==> src/rtl/fetch_pkg.sv <==
// Shared widths, reset PC and the prefetch entry type for the instruction fetch stage.
package fetch_pkg;

  localparam int ADDR_W  = 8;
  localparam int INSTR_W = 6;

  localparam logic [ADDR_W-1:0] RESET_PC = 8'h00;

  typedef struct packed {
    logic [ADDR_W-1:0]  pc;
    logic [INSTR_W-1:0] instr;
  } fetch_entry_t;

endpackage : fetch_pkg

==> src/rtl/instr_fetch_if.sv <==
// Fetch-stage bus: ROM address/data, redirect request and the decode-side valid/ready handshake.
interface instr_fetch_if;
  import fetch_pkg::*;

  logic [ADDR_W-1:0]  imem_addr;
  logic [INSTR_W-1:0] imem_data;
  logic               redirect_valid;
  logic [ADDR_W-1:0]  redirect_pc;
  logic               instr_valid;
  logic               instr_ready;
  logic [INSTR_W-1:0] instr_data;
  logic [ADDR_W-1:0]  instr_pc;

  // master is the fetch stage; slave is the ROM plus decode/branch side.
  modport master (
    output imem_addr, instr_valid, instr_data, instr_pc,
    input  imem_data, redirect_valid, redirect_pc, instr_ready
  );

  modport slave (
    input  imem_addr, instr_valid, instr_data, instr_pc,
    output imem_data, redirect_valid, redirect_pc, instr_ready
  );

endinterface : instr_fetch_if

==> src/rtl/fetch_fifo.sv <==
// Synchronous prefetch FIFO of {pc, instr} entries; flush dominates push and pop.
module fetch_fifo
  import fetch_pkg::*;
#(
  parameter int DEPTH = 2
) (
  input  logic                       clk,
  input  logic                       rst_n,
  input  logic                       push_i,
  input  fetch_entry_t               push_data_i,
  input  logic                       pop_i,
  input  logic                       flush_i,
  output fetch_entry_t               head_o,
  output logic                       full_o,
  output logic                       empty_o,
  output logic [$clog2(DEPTH+1)-1:0] count_o
);

  localparam int PTR_W = (DEPTH > 1) ? $clog2(DEPTH) : 1;
  localparam int CNT_W = $clog2(DEPTH + 1);

  fetch_entry_t     mem_q [DEPTH];
  logic [PTR_W-1:0] wr_ptr_q, wr_ptr_d;
  logic [PTR_W-1:0] rd_ptr_q, rd_ptr_d;
  logic [CNT_W-1:0] count_q, count_d;
  logic             do_push, do_pop;

  assign full_o  = (count_q == CNT_W'(DEPTH));
  assign empty_o = (count_q == '0);
  assign count_o = count_q;
  assign head_o  = mem_q[rd_ptr_q];

  // A push into a full FIFO is legal only because the same-cycle pop frees the head slot.
  assign do_pop  = pop_i & ~empty_o;
  assign do_push = push_i & (~full_o | do_pop);

  always_comb begin
    // NOTE: every always_comb output gets a default first so no path can infer a latch.
    wr_ptr_d = wr_ptr_q;
    rd_ptr_d = rd_ptr_q;
    count_d  = count_q;
    if (flush_i) begin
      wr_ptr_d = '0;
      rd_ptr_d = '0;
      count_d  = '0;
    end else begin
      if (do_push) wr_ptr_d = wr_ptr_q + 1'b1;
      if (do_pop)  rd_ptr_d = rd_ptr_q + 1'b1;
      case ({do_push, do_pop})
        2'b10:   count_d = count_q + CNT_W'(1);
        2'b01:   count_d = count_q - CNT_W'(1);
        default: count_d = count_q;
      endcase
    end
  end

  always_ff @(posedge clk or negedge rst_n) begin
    // NOTE: sequential state uses non-blocking assignments so all registers update from pre-edge values.
    if (!rst_n) begin
      wr_ptr_q <= '0;
      rd_ptr_q <= '0;
      count_q  <= '0;
    end else begin
      wr_ptr_q <= wr_ptr_d;
      rd_ptr_q <= rd_ptr_d;
      count_q  <= count_d;
    end
  end

  // NOTE: storage has no reset; an entry is never read before it is written, and count gates visibility.
  always_ff @(posedge clk) begin
    if (do_push && !flush_i) mem_q[wr_ptr_q] <= push_data_i;
  end

endmodule : fetch_fifo

==> src/rtl/instr_fetch.sv <==
// Fetch stage: owns the fetch PC, addresses the combinational ROM and queues fetched words for decode.
module instr_fetch
  import fetch_pkg::*;
#(
  parameter int FIFO_DEPTH = 2
) (
  input  logic          clk,
  input  logic          rst_n,
  instr_fetch_if.master bus
);

  localparam int CNT_W = $clog2(FIFO_DEPTH + 1);

  logic [ADDR_W-1:0] pc_q, pc_d;
  logic              push, pop;
  logic              fifo_full, fifo_empty;
  logic [CNT_W-1:0]  fifo_count;
  fetch_entry_t      fetch_entry, head;

  assign bus.imem_addr = pc_q;

  assign pop  = bus.instr_valid & bus.instr_ready;
  assign push = ~bus.redirect_valid & (~fifo_full | pop);

  assign fetch_entry = '{pc: pc_q, instr: bus.imem_data};

  // Redirect wins over the sequential increment; PC wraps modulo 2^ADDR_W.
  always_comb begin
    pc_d = pc_q;
    if (bus.redirect_valid) pc_d = bus.redirect_pc;
    else if (push)          pc_d = pc_q + 1'b1;
  end

  always_ff @(posedge clk or negedge rst_n) begin
    if (!rst_n) pc_q <= RESET_PC;
    else        pc_q <= pc_d;
  end

  fetch_fifo #(
    .DEPTH (FIFO_DEPTH)
  ) u_fifo (
    .clk         (clk),
    .rst_n       (rst_n),
    .push_i      (push),
    .push_data_i (fetch_entry),
    .pop_i       (pop),
    .flush_i     (bus.redirect_valid),
    .head_o      (head),
    .full_o      (fifo_full),
    .empty_o     (fifo_empty),
    .count_o     (fifo_count)
  );

  assign bus.instr_valid = ~fifo_empty;
  assign bus.instr_data  = fifo_empty ? '0 : head.instr;
  assign bus.instr_pc    = fifo_empty ? '0 : head.pc;

  assert property (@(posedge clk) disable iff (!rst_n) fifo_empty == (fifo_count == '0));

endmodule : instr_fetch
==> src/flat_wrapper.sv <==
// flat-port wrapper written by rule: the top's interface ports become plain ports
module instr_fetch_flat import fetch_pkg::*;
#(
  parameter int FIFO_DEPTH = 2
)
  (clk, rst_n, bus_imem_addr, bus_instr_valid, bus_instr_data, bus_instr_pc, bus_imem_data, bus_redirect_valid, bus_redirect_pc, bus_instr_ready);
  instr_fetch_if bus_i ();
  input  logic clk;
  input  logic rst_n;
  output wire logic [$bits(bus_i.imem_addr)-1:0] bus_imem_addr;
  output wire logic [$bits(bus_i.instr_valid)-1:0] bus_instr_valid;
  output wire logic [$bits(bus_i.instr_data)-1:0] bus_instr_data;
  output wire logic [$bits(bus_i.instr_pc)-1:0] bus_instr_pc;
  input wire logic [$bits(bus_i.imem_data)-1:0] bus_imem_data;
  input wire logic [$bits(bus_i.redirect_valid)-1:0] bus_redirect_valid;
  input wire logic [$bits(bus_i.redirect_pc)-1:0] bus_redirect_pc;
  input wire logic [$bits(bus_i.instr_ready)-1:0] bus_instr_ready;
  assign bus_imem_addr = bus_i.imem_addr;
  assign bus_instr_valid = bus_i.instr_valid;
  assign bus_instr_data = bus_i.instr_data;
  assign bus_instr_pc = bus_i.instr_pc;
  assign bus_i.imem_data = bus_imem_data;
  assign bus_i.redirect_valid = bus_redirect_valid;
  assign bus_i.redirect_pc = bus_redirect_pc;
  assign bus_i.instr_ready = bus_instr_ready;
  instr_fetch #(.FIFO_DEPTH(FIFO_DEPTH)) u_core (.clk(clk), .rst_n(rst_n), .bus(bus_i));
endmodule
==> config.mk <==
export PLATFORM = sky130hd
export DESIGN_NAME = instr_fetch_flat
export DESIGN_NICKNAME = d
export VERILOG_FILES = /design/src/rtl/fetch_pkg.sv /design/src/rtl/instr_fetch_if.sv /design/src/rtl/fetch_fifo.sv /design/src/rtl/instr_fetch.sv /design/src/flat_wrapper.sv
export SDC_FILE = /design/constraint.sdc
export NUM_CORES = 1
export LEC_CHECK = 0
export CAP_MARGIN = 40
export CORE_ASPECT_RATIO = 1.1
export CORE_UTILIZATION = 50
export CTS_CLUSTER_SIZE = 30
export DETAILED_ROUTE_END_ITERATION = 16
export PLACE_DENSITY = 0.87
export SLEW_MARGIN = 20
export SYNTH_ARGS = -nofsm -noshare
export SYNTH_HDL_FRONTEND = slang
export SYNTH_SLANG_ARGS = --single-unit
==> constraint.sdc <==
create_clock -name clk -period 5.51 [get_ports clk]
set_clock_uncertainty 0.15 [all_clocks]
set_input_delay 1.653 -clock clk [delete_from_list [all_inputs] [get_ports clk]]
set_output_delay 1.653 -clock clk [all_outputs]
set_load 0.01 [all_outputs]
==> reports/results.ini, run 1 <==
[cells_and_area]
nNetsFinal=193
mostFrequentLayoutCells=clkdlybuf4s50_1, edfxtp_1, nor2_1
final_util=0.6984
final_common_cell=clkdlybuf4s50_1
area_growth_pct=29.51
drive_gt1_frac=0.07429
diodes=0
fin_cells=209
num-fill-cells=234

[power_and_ir_drop]
intPower_uw=482.7
clockPowerShare=0.202
power_uw=663.0
switching_share=0.2720
power.leakage_nw=0.8009
p_sw_uw=180.3
vdd_drop_max_v=0.0001693
p_seq_frac=0.579
power_density_mw_per_mm2=301.1
combinationalPowerShare=0.219

[detailed_routing]
wl_per_cell_um=15.70
ant_nets=0
route.detailed.drc=4
drt_first_pass_iters=10
drtIter0Drc=66
vias=1176
via_per_inst=5.627
wl_um=3282

[worst_setup_path]
cp.required_ns=3.71
crit_chain=mux2i_1, nor2_1, clkdlybuf4s50_1
ff2ff_path_depth=3
startpoint_type=flop
arrival_ns=2.10
cpMaxStageDelayCell=dfrtp_1
slowest_delay_ns=0.88
path_class=reg2out
worstReg2RegStart=u_core.u_fifo.count_o[0]
path_buf_inv=1
critPathMaxFanout=15
crit_family=flip-flops
crit_path_start=u_core.u_fifo.rd_ptr_q
endpoint_kind=primary output
worst-path-stages=3

[synth]
synth-xor-area-share=0.02060
synth_area_leaders=edfxtp_1, dfrtp_1, mux2i_1, nor2_1, nand3_1
avgSynthCellArea_um2=13.08
synthesis.nets=149
synth-edff-count=28
synth_top_area_cell=edfxtp_1
seq_area_frac_synth=0.6711
synthAdderAreaFrac=0.007358
synthMuxAreaShare=0.08830
ys_ff_latch=40
synth-compound-area-share=0.05077
synth_top_family_by_area=simple AND/OR/NAND/NOR gates
synth_async_sr_flop_share=0.3000
syn_area_mm2=0.001700
netlist_instances=130
synth_simple_gate_area_share=0.1361
ys_warn_count=0
synth_cell_types=27
synth-main-ff-cell=edfxtp_1
synth_top_area_frac=0.4945

[timing]
post-route-period-util=0.7087
fin_tns_setup_ns=0
grt_setup_unrepaired=false
tightest_slew_ns=0.8008
setup_viol=0
max_freq_ghz=0.2561
hold_violations=0
period_needed_ns=3.905
relSlewSlack=0.4661
final_max_slew_viol_count=0
hold_slack_ns=0.4164

[clock_tree]
post_cts_buffers=0
cts-root-buf=clkbuf_4
ctsLongestPathBuffers=2
cts_tree=done
cts.htree.levels=2
clk_pin_slew_worst_paths_ns=0.11
cts_buffers=5
cts.sinks=40
cts_hold_buf=0
clk_latency_ns=0.34
cts-resized-gates=0

[run]
max_cap_violations=0

[die]
dieWidth_um=57.60
design.core.area_mm2=0.003153
num_rows=21
dieArea_mm2=0.003638
start_util=0.5393
dieHeight_um=63.16
io_pins=41

[placement]
dpl.hpwl_um=2424
portBuffers=40
place_inst=201
routabilityCongestion=0.7620

[worst_hold_path]
worstHoldPathCells=0
hold_class=reg2reg
hp-start=u_core.bus.imem_addr[7]

[global_routing]
grt_pass1_vias=1138
grt_use_total=0.2100
antenna_found_initial=0
grt_pass1_wl_um=5506
grt_max_degree=19
overflow=0

[outcome]
status=finished with violations
violations=DRC

==> power by group through the flow <==
stage                     Clock (mW)  Sequential [mW]  Combinational, mW
after floorplan                    0            0.380             0.0722
after global placement             0            0.387              0.137
after detailed placement           0            0.390              0.146
after CTS                      0.138            0.384              0.147
after global routing           0.154            0.388              0.159
final                          0.134            0.384              0.145
==> cell type report <==
type	count	area [um^2]	share of cell area
flip-flops and latches	40	1141	0.5182
multi-input cells	80	525.5	0.2386
repair buffers	43	426.7	0.1938
well taps	34	42.54	0.01932
clock buffers	5	37.54	0.01705
inverters	4	15.01	0.006818
clock inverters	3	13.76	0.006250
==> registers in the layout (all words and copies together), names as in the netlist <==
| name | cells |
|---|---|
| u_core.u_fifo.mem_q | 28 |
| u_core.bus.imem_addr | 8 |
| u_core.u_fifo.count_o | 2 |
| u_core.u_fifo.rd_ptr_q | 1 |
| u_core.u_fifo.wr_ptr_q | 1 |
==> cells by family after synthesis <==
group | after synthesis
compound gates | 14
xor+xnor | 4
fa+ha+maj | 1
buf+inv | 10
flops | 40
mux | 15
simple gates | 46
==> synthesized netlist by cell type, types with 2 or more instances <==
cell,instances
mux2i_1,15
or4_1,4
inv_1,4
nand3_1,6
a31oi_1,3
edfxtp_1,28
o31ai_1,2
nor2_1,23
dfrtp_1,12
buf_2,2
nand2_1,5
clkbuf_1,3
o211ai_1,2
xor2_1,3
o21ai_0,5
nor2b_1,2
==> path summary, 6_finish.rpt <==
check | slack, ns | endpoint
setup / recovery | 1.61 | bus_instr_pc[0]
hold / removal | 0.42 | u_core.u_fifo.mem_q[0][13]
setup reg to reg | 3.62 | u_core.u_fifo.mem_q[1][0]
hold reg to reg | 0.42 | u_core.u_fifo.mem_q[0][13]
max in group asynchronous | 3.34 | u_core.bus.imem_addr[1]
min in group asynchronous | 1.51 | u_core.bus.imem_addr[5]
==> stage by stage <==
step | setup WS, ns | area (um^2)
4_1_cts | 1.587 | 2202
5_1_grt | 1.449 | 2202
3_5_place_dp | 1.850 | 2151
2_1_floorplan | 1.800 | 1700
6_report | 1.605 | 2202
3_3_place_gp | 1.683 | 2125
==> worst register-to-register path, delay by kind of cell (launching register included) <==
kind / cells / cell delay, ns
buf+inv: 1 / 0.21
simple gates: 2 / 0.84
flops: 1 / 0.46
==> layer usage <==
layer | track usage | wire, um
met1 | 0.2780 | 1333
met2 | 0.3154 | 1759
met3 | 0.06160 | 173
met4 | 0.1037 | 14
met5 | 0 | 0
(Power assumes the default switching activity.)
==> run 2: changes to the inputs <==
--- a/config.mk
+++ b/config.mk
@@ -7,10 +7,10 @@
 export LEC_CHECK = 0
 export CAP_MARGIN = 40
 export CORE_ASPECT_RATIO = 1.1
-export CORE_UTILIZATION = 50
+export CORE_UTILIZATION = 48
 export CTS_CLUSTER_SIZE = 30
 export DETAILED_ROUTE_END_ITERATION = 16
-export PLACE_DENSITY = 0.87
+export PLACE_DENSITY = 0.85
 export SLEW_MARGIN = 20
 export SYNTH_ARGS = -nofsm -noshare
 export SYNTH_HDL_FRONTEND = slang
==> constraint.sdc (replaced) <==
create_clock -name clk -period 4 [get_ports clk]
set_clock_uncertainty 0.15 [all_clocks]
set_input_delay 1.2 -clock clk [delete_from_list [all_inputs] [get_ports clk]]
set_output_delay 1.2 -clock clk [all_outputs]
set_load 0.01 [all_outputs]
==> reports/results.ini, run 2 (synthesis gave the netlist of run 1 again) <==
[clock_tree]
cts-resized-gates=0  ; unchanged
cts_hold_buf=0  ; unchanged
cts.htree.levels=2  ; unchanged
cts-root-buf=clkbuf_4  ; unchanged
cts_tree=done  ; unchanged
clk_latency_ns=0.34  ; about the same
clk_pin_slew_worst_paths_ns=0.11  ; about the same
cts.sinks=40  ; unchanged
ctsLongestPathBuffers=2  ; unchanged
cts_buffers=5  ; unchanged
post_cts_buffers=0  ; unchanged

[cells_and_area]
nNetsFinal=194  ; was 193
mostFrequentLayoutCells=clkdlybuf4s50_1, edfxtp_1, nor2_1  ; unchanged
drive_gt1_frac=0.07955  ; was 0.07429
final_common_cell=clkdlybuf4s50_1  ; unchanged
seq_area_mm2=0.001141  ; unchanged
largest_reg_flops=28  ; unchanged
diodes=0  ; unchanged
top_register=u_core.u_fifo.mem_q  ; unchanged
area_growth_pct=32.23  ; was 29.51%
multiInputGateArea_um2=525.5  ; unchanged
num-fill-cells=255  ; was 234

[detailed_routing]
vias=1171  ; was 1,176
ant_nets=0  ; unchanged
drtIter0Drc=47  ; was 66
wl_um=3290  ; was 3282 um
wl_per_cell_um=14.69  ; was 15.70 um
via_per_inst=5.228  ; was 5.627
drt_first_pass_iters=4  ; was 10
route.detailed.drc=0  ; was 4

[power_and_ir_drop]
power_density_mw_per_mm2=438.0  ; was 301.1 mW/mm^2
power.leakage_nw=0.8147  ; was 0.8009 nW
vdd_drop_max_v=0.0002892  ; was 0.0001693 V

[worst_setup_path]
worstReg2RegStart=u_core.u_fifo.count_o[0]  ; unchanged
worst-path-stages=3  ; unchanged
ff2ff_path_depth=3  ; unchanged
timing.reg2reg.setup_slack_ns=2.10  ; was 3.62 ns
crit_family=flip-flops  ; unchanged
critPathMaxFanout=15  ; unchanged
crit_chain=mux2i_1, nor2_1, clkdlybuf4s50_1  ; unchanged
rr_endpoint=u_core.u_fifo.mem_q[0][13]  ; was u_core.u_fifo.mem_q[1][0]
startpoint_type=flop  ; unchanged
endpoint_kind=primary output  ; unchanged
path_class=reg2out  ; unchanged
cp.required_ns=2.65  ; was 3.71 ns
slowest_delay_ns=0.87  ; was 0.88 ns
cpMaxStageDelayCell=dfrtp_1  ; unchanged
path_buf_inv=1  ; unchanged
arrival_ns=2.08  ; was 2.10 ns

[global_routing]
antenna_found_initial=0  ; unchanged
grt_pass1_vias=1223  ; was 1,138
grt_max_degree=19  ; unchanged
overflow=0  ; unchanged
grt_use_total=0.2014  ; was 0.2100
grt_pass1_wl_um=5595  ; was 5506 um

[worst_hold_path]
hp-start=u_core.bus.imem_addr[7]  ; unchanged
worstHoldPathCells=0  ; unchanged
worstHoldEndpoint=u_core.u_fifo.mem_q[0][13]  ; unchanged
hold_class=reg2reg  ; unchanged

[outcome]
status=finished, final reports clean  ; was finished with violations

[timing]
max_freq_ghz=0.2913
relSlewSlack=0.4699  ; was 0.4661
grt_setup_unrepaired=false  ; unchanged
tightest_slew_ns=0.7952  ; was 0.8008 ns
setup_viol=0  ; unchanged
hold_violations=0  ; unchanged
fin_tns_setup_ns=0  ; unchanged
period_needed_ns=3.433
final_max_slew_viol_count=0  ; unchanged
hold_slack_ns=0.4157  ; was 0.4164 ns
post-route-period-util=0.8584

[placement]
portBuffers=40  ; unchanged
dpl.hpwl_um=2395  ; was 2424 um
routabilityCongestion=0.7510  ; was 0.7620

[die]
start_util=0.5063  ; was 0.5393
num_rows=22  ; was 21
design.core.area_mm2=0.003358  ; was 0.003153 mm^2
io_pins=41  ; unchanged
dieWidth_um=58.75  ; was 57.60 um
dieHeight_um=64.43  ; was 63.16 um
dieArea_mm2=0.003785  ; was 0.003638 mm^2

[run]
max_cap_violations=0  ; unchanged

==> run 2: cell count changes in the layout (fill, tap and decap cells not counted), sizes merged <==
cell,previous run,this run
bufinv,0,1
buf,3,4
clkinv,3,1
clkbuf,5,6
==> run 2: per-layer routing <==
layer	wire, um	track usage	share of wire
met4	48	0.05952	0.015
met2	1684	0.3494	0.51
met1	1382	0.2367	0.42
met5	0	0	0
met3	174	0.06188	0.053
==> run 2: worst max path at each step <==
| stage | from | to | slack (ns) |
|---|---|---|---|
| 6_report | u_core.u_fifo.rd_ptr_q | bus_instr_pc[2] | 0.57 |
| 5_1_grt | u_core.u_fifo.rd_ptr_q | bus_instr_pc[6] | 0.43 |
| 4_1_cts | u_core.u_fifo.rd_ptr_q | bus_instr_pc[2] | 0.54 |
| 3_5_place_dp | bus_instr_ready | u_core.u_fifo.mem_q[0][4] | 0.84 |
| 3_3_place_gp | bus_instr_ready | u_core.u_fifo.mem_q[0][4] | 0.90 |
| 2_1_floorplan | bus_redirect_valid | u_core.u_fifo.mem_q[1][0] | 0.74 |
==> run 2: cell type report <==
| class | count | area share |
|---|---|---|
| sequential | 40 | 0.5075 |
| multi-input combinational | 80 | 0.2337 |
| timing repair buffer | 44 | 0.1914 |
| tap | 48 | 0.02671 |
| clock buffer | 6 | 0.01836 |
| clock inverter | 2 | 0.01558 |
| inverter | 4 | 0.006678 |
==> run 2: report_power, final <==
part	leakage, nW	switching, mW	internal (mW)
Combinational	0.366	0.0878	0.113
Sequential	0.407	0.0398	0.488
Clock	0.0422	0.125	0.131
Total	0.815	0.253	0.732
==> run 2: metrics by stage <==
stage / util / setup slack (ns) / area, um^2 / power [mW] / instances
after floorplan: - / 0.7430 / 1700 / 0.6231 / 130
after detailed placement: 0.6468 / 0.8366 / 2172 / 0.7383 / 216
after global routing: 0.6695 / 0.4279 / 2248 / 1.030 / 224
after CTS: 0.6695 / 0.5406 / 2248 / 0.9891 / 224
after global placement: 0.6468 / 0.8964 / 2172 / 0.7272 / 216
final: 0.6695 / 0.5666 / 2248 / 0.9847 / 224
==> run 3: changes to the inputs <==
--- a/config.mk
+++ b/config.mk
@@ -7,6 +7,7 @@
 export LEC_CHECK = 0
 export CAP_MARGIN = 40
 export CORE_ASPECT_RATIO = 1.1
+export CORE_MARGIN = 2
 export CORE_UTILIZATION = 48
 export CTS_CLUSTER_SIZE = 30
 export DETAILED_ROUTE_END_ITERATION = 16
==> reports/results.ini, run 3 (synthesis gave the netlist of run 1 again) <==
[global_routing]
met3_usage=0.05479  ; was 0.06188
grtUsageMet1=0.1992  ; was 0.2367
top_usage_layer=met2  ; unchanged
grt_max_degree=19  ; unchanged
overflow=0  ; unchanged
antenna_found_initial=0  ; unchanged
globalRouteMet2Util=0.3105  ; was 0.3494
grt_use_total=0.1764  ; was 0.2014
grt_pass1_vias=1127  ; was 1,223
grt_pass1_wl_um=5147  ; was 5595 um

[clock_tree]
cts.sinks=40  ; unchanged
cts-resized-gates=0  ; unchanged
clk_pin_slew_worst_paths_ns=0.11  ; about the same
cts-root-buf=clkbuf_4  ; unchanged
cts_hold_buf=0  ; unchanged
cts_buffers=5  ; unchanged
post_cts_buffers=0  ; unchanged
ctsLongestPathBuffers=2  ; unchanged
cts_tree=done  ; unchanged
clk_latency_ns=0.33  ; was 0.34 ns
cts.htree.levels=2  ; unchanged

[placement]
dpl.hpwl_um=2403  ; was 2395 um
portBuffers=40  ; unchanged
routabilityCongestion=0.7870  ; was 0.7510

[timing]
period_needed_ns=3.467  ; was 3.433 ns
fin_tns_setup_ns=0  ; unchanged
tightest_slew_ns=0.8074  ; was 0.7952 ns
max_freq_ghz=0.2884  ; was 0.2913 GHz
setup_viol=0  ; unchanged
post-route-period-util=0.8667  ; was 0.8584
final_max_slew_viol_count=0  ; unchanged
grt_setup_unrepaired=false  ; unchanged
relSlewSlack=0.4617  ; was 0.4699
hold_violations=0  ; unchanged

[detailed_routing]
drtIter0Drc=46  ; was 47
ant_nets=0  ; unchanged
wl_um=3270  ; was 3290 um
route.detailed.drc=0  ; unchanged
via_per_inst=5.192  ; was 5.228
vias=1163  ; was 1,171
drt_first_pass_iters=4  ; unchanged
wl_per_cell_um=14.60  ; was 14.69 um

[power_and_ir_drop]
power_uw=916.0  ; was 984.7 uW
power.leakage_nw=0.8068  ; was 0.8147 nW
vdd_drop_max_v=0.0002249  ; was 0.0002892 V
power_density_mw_per_mm2=410.6  ; was 438.0 mW/mm^2

[worst_setup_path]
arrival_ns=2.12  ; was 2.08 ns
timing.reg2reg.setup_slack_ns=2.09  ; was 2.10 ns
cp.required_ns=2.65  ; about the same
critPathMaxFanout=15  ; unchanged
endpoint_kind=primary output  ; unchanged
startpoint_type=flop  ; unchanged
path_class=reg2out  ; unchanged

[die]
dieHeight_um=66.43  ; was 64.43 um
dieWidth_um=60.75  ; was 58.75 um
start_util=0.5063  ; unchanged
num_rows=22  ; unchanged
dieArea_mm2=0.004035  ; was 0.003785 mm^2
design.core.area_mm2=0.003358  ; unchanged
io_pins=41  ; unchanged

[cells_and_area]
area_growth_pct=31.20  ; was 32.23%
diodes=0  ; unchanged
final_common_cell=clkdlybuf4s50_1  ; unchanged
mostFrequentLayoutCells=clkdlybuf4s50_1, edfxtp_1, nor2_1  ; unchanged
top_register=u_core.u_fifo.mem_q  ; unchanged
largest_reg_flops=28  ; unchanged
nNetsFinal=194  ; unchanged
drive_gt1_frac=0.07955  ; unchanged

[worst_hold_path]
hold_class=reg2reg  ; unchanged

[run]
max_cap_violations=0  ; unchanged

[outcome]
status=finished, final reports clean  ; unchanged

run 3: changes by cell type in the layout (fill, tap and decap cells not counted):
cell | previous run | this run
buf_4 | 4 | 2
buf_6 | 0 | 2
bufinv_16 | 1 | 0
clkbuf_1 | 1 | 0
clkinv_1 | 0 | 1
clkinv_2 | 1 | 2
run 3: worst paths after layout:
kind                                              end                      from  cells after the start
max                                   bus_instr_pc[1]    u_core.u_fifo.rd_ptr_q                      3
min                        u_core.u_fifo.mem_q[1][13]   u_core.bus.imem_addr[7]                      0
min reg2reg                u_core.u_fifo.mem_q[1][13]   u_core.bus.imem_addr[7]                      0
max in group asynchronous      u_core.u_fifo.rd_ptr_q                     rst_n                      1
min in group asynchronous      u_core.u_fifo.wr_ptr_q                     rst_n                      1
max reg2reg                u_core.u_fifo.mem_q[0][13]  u_core.u_fifo.count_o[0]                      3
run 3: final cells by class:
class                   instances  area, um^2
flip-flops and latches         40        1141
fillers                       292        1127
multi-input cells              80       525.5
repair buffers                 44       437.9
well taps                      48       60.06
clock buffers                   5       37.54
inverters                       4       15.01
clock inverters                 3       13.76
run 3: power by group:
group	switching (mW)	internal, mW
clock network	0.122	0.0645
logic	0.0891	0.114
registers	0.0392	0.488
total	0.250	0.666
run 3: per-stage QoR:
| stage | hold slack (ns) | setup WS [ns] | utilization | cells | area [um^2] |
|---|---|---|---|---|---|
| 2_1_floorplan | 0.3693 | 0.7430 | - | 130 | 1700 |
| 3_3_place_gp | 0.3696 | 0.7271 | 0.6423 | 214 | 2157 |
| 3_5_place_dp | 0.3814 | 0.8210 | 0.6490 | 216 | 2180 |
| 4_1_cts | 0.4013 | 0.4992 | 0.6643 | 224 | 2231 |
| 5_1_grt | 0.4263 | 0.3926 | 0.6643 | 224 | 2231 |
| 6_report | 0.4069 | 0.5331 | 0.6643 | 224 | 2231 |
run 3: worst max-delay path, cell delays in order, from the launching register on:
cell and delay (ns):
dfrtp_1 0.88, mux2i_1 0.21, nor2_1 0.14, clkdlybuf4s50_1 0.55
run 3: layer usage:
metal | part of all wire | wire, um
met4 | 0.017 | 57
met2 | 0.51 | 1680
met3 | 0.057 | 187
met1 | 0.41 | 1345
met5 | 0 | 0
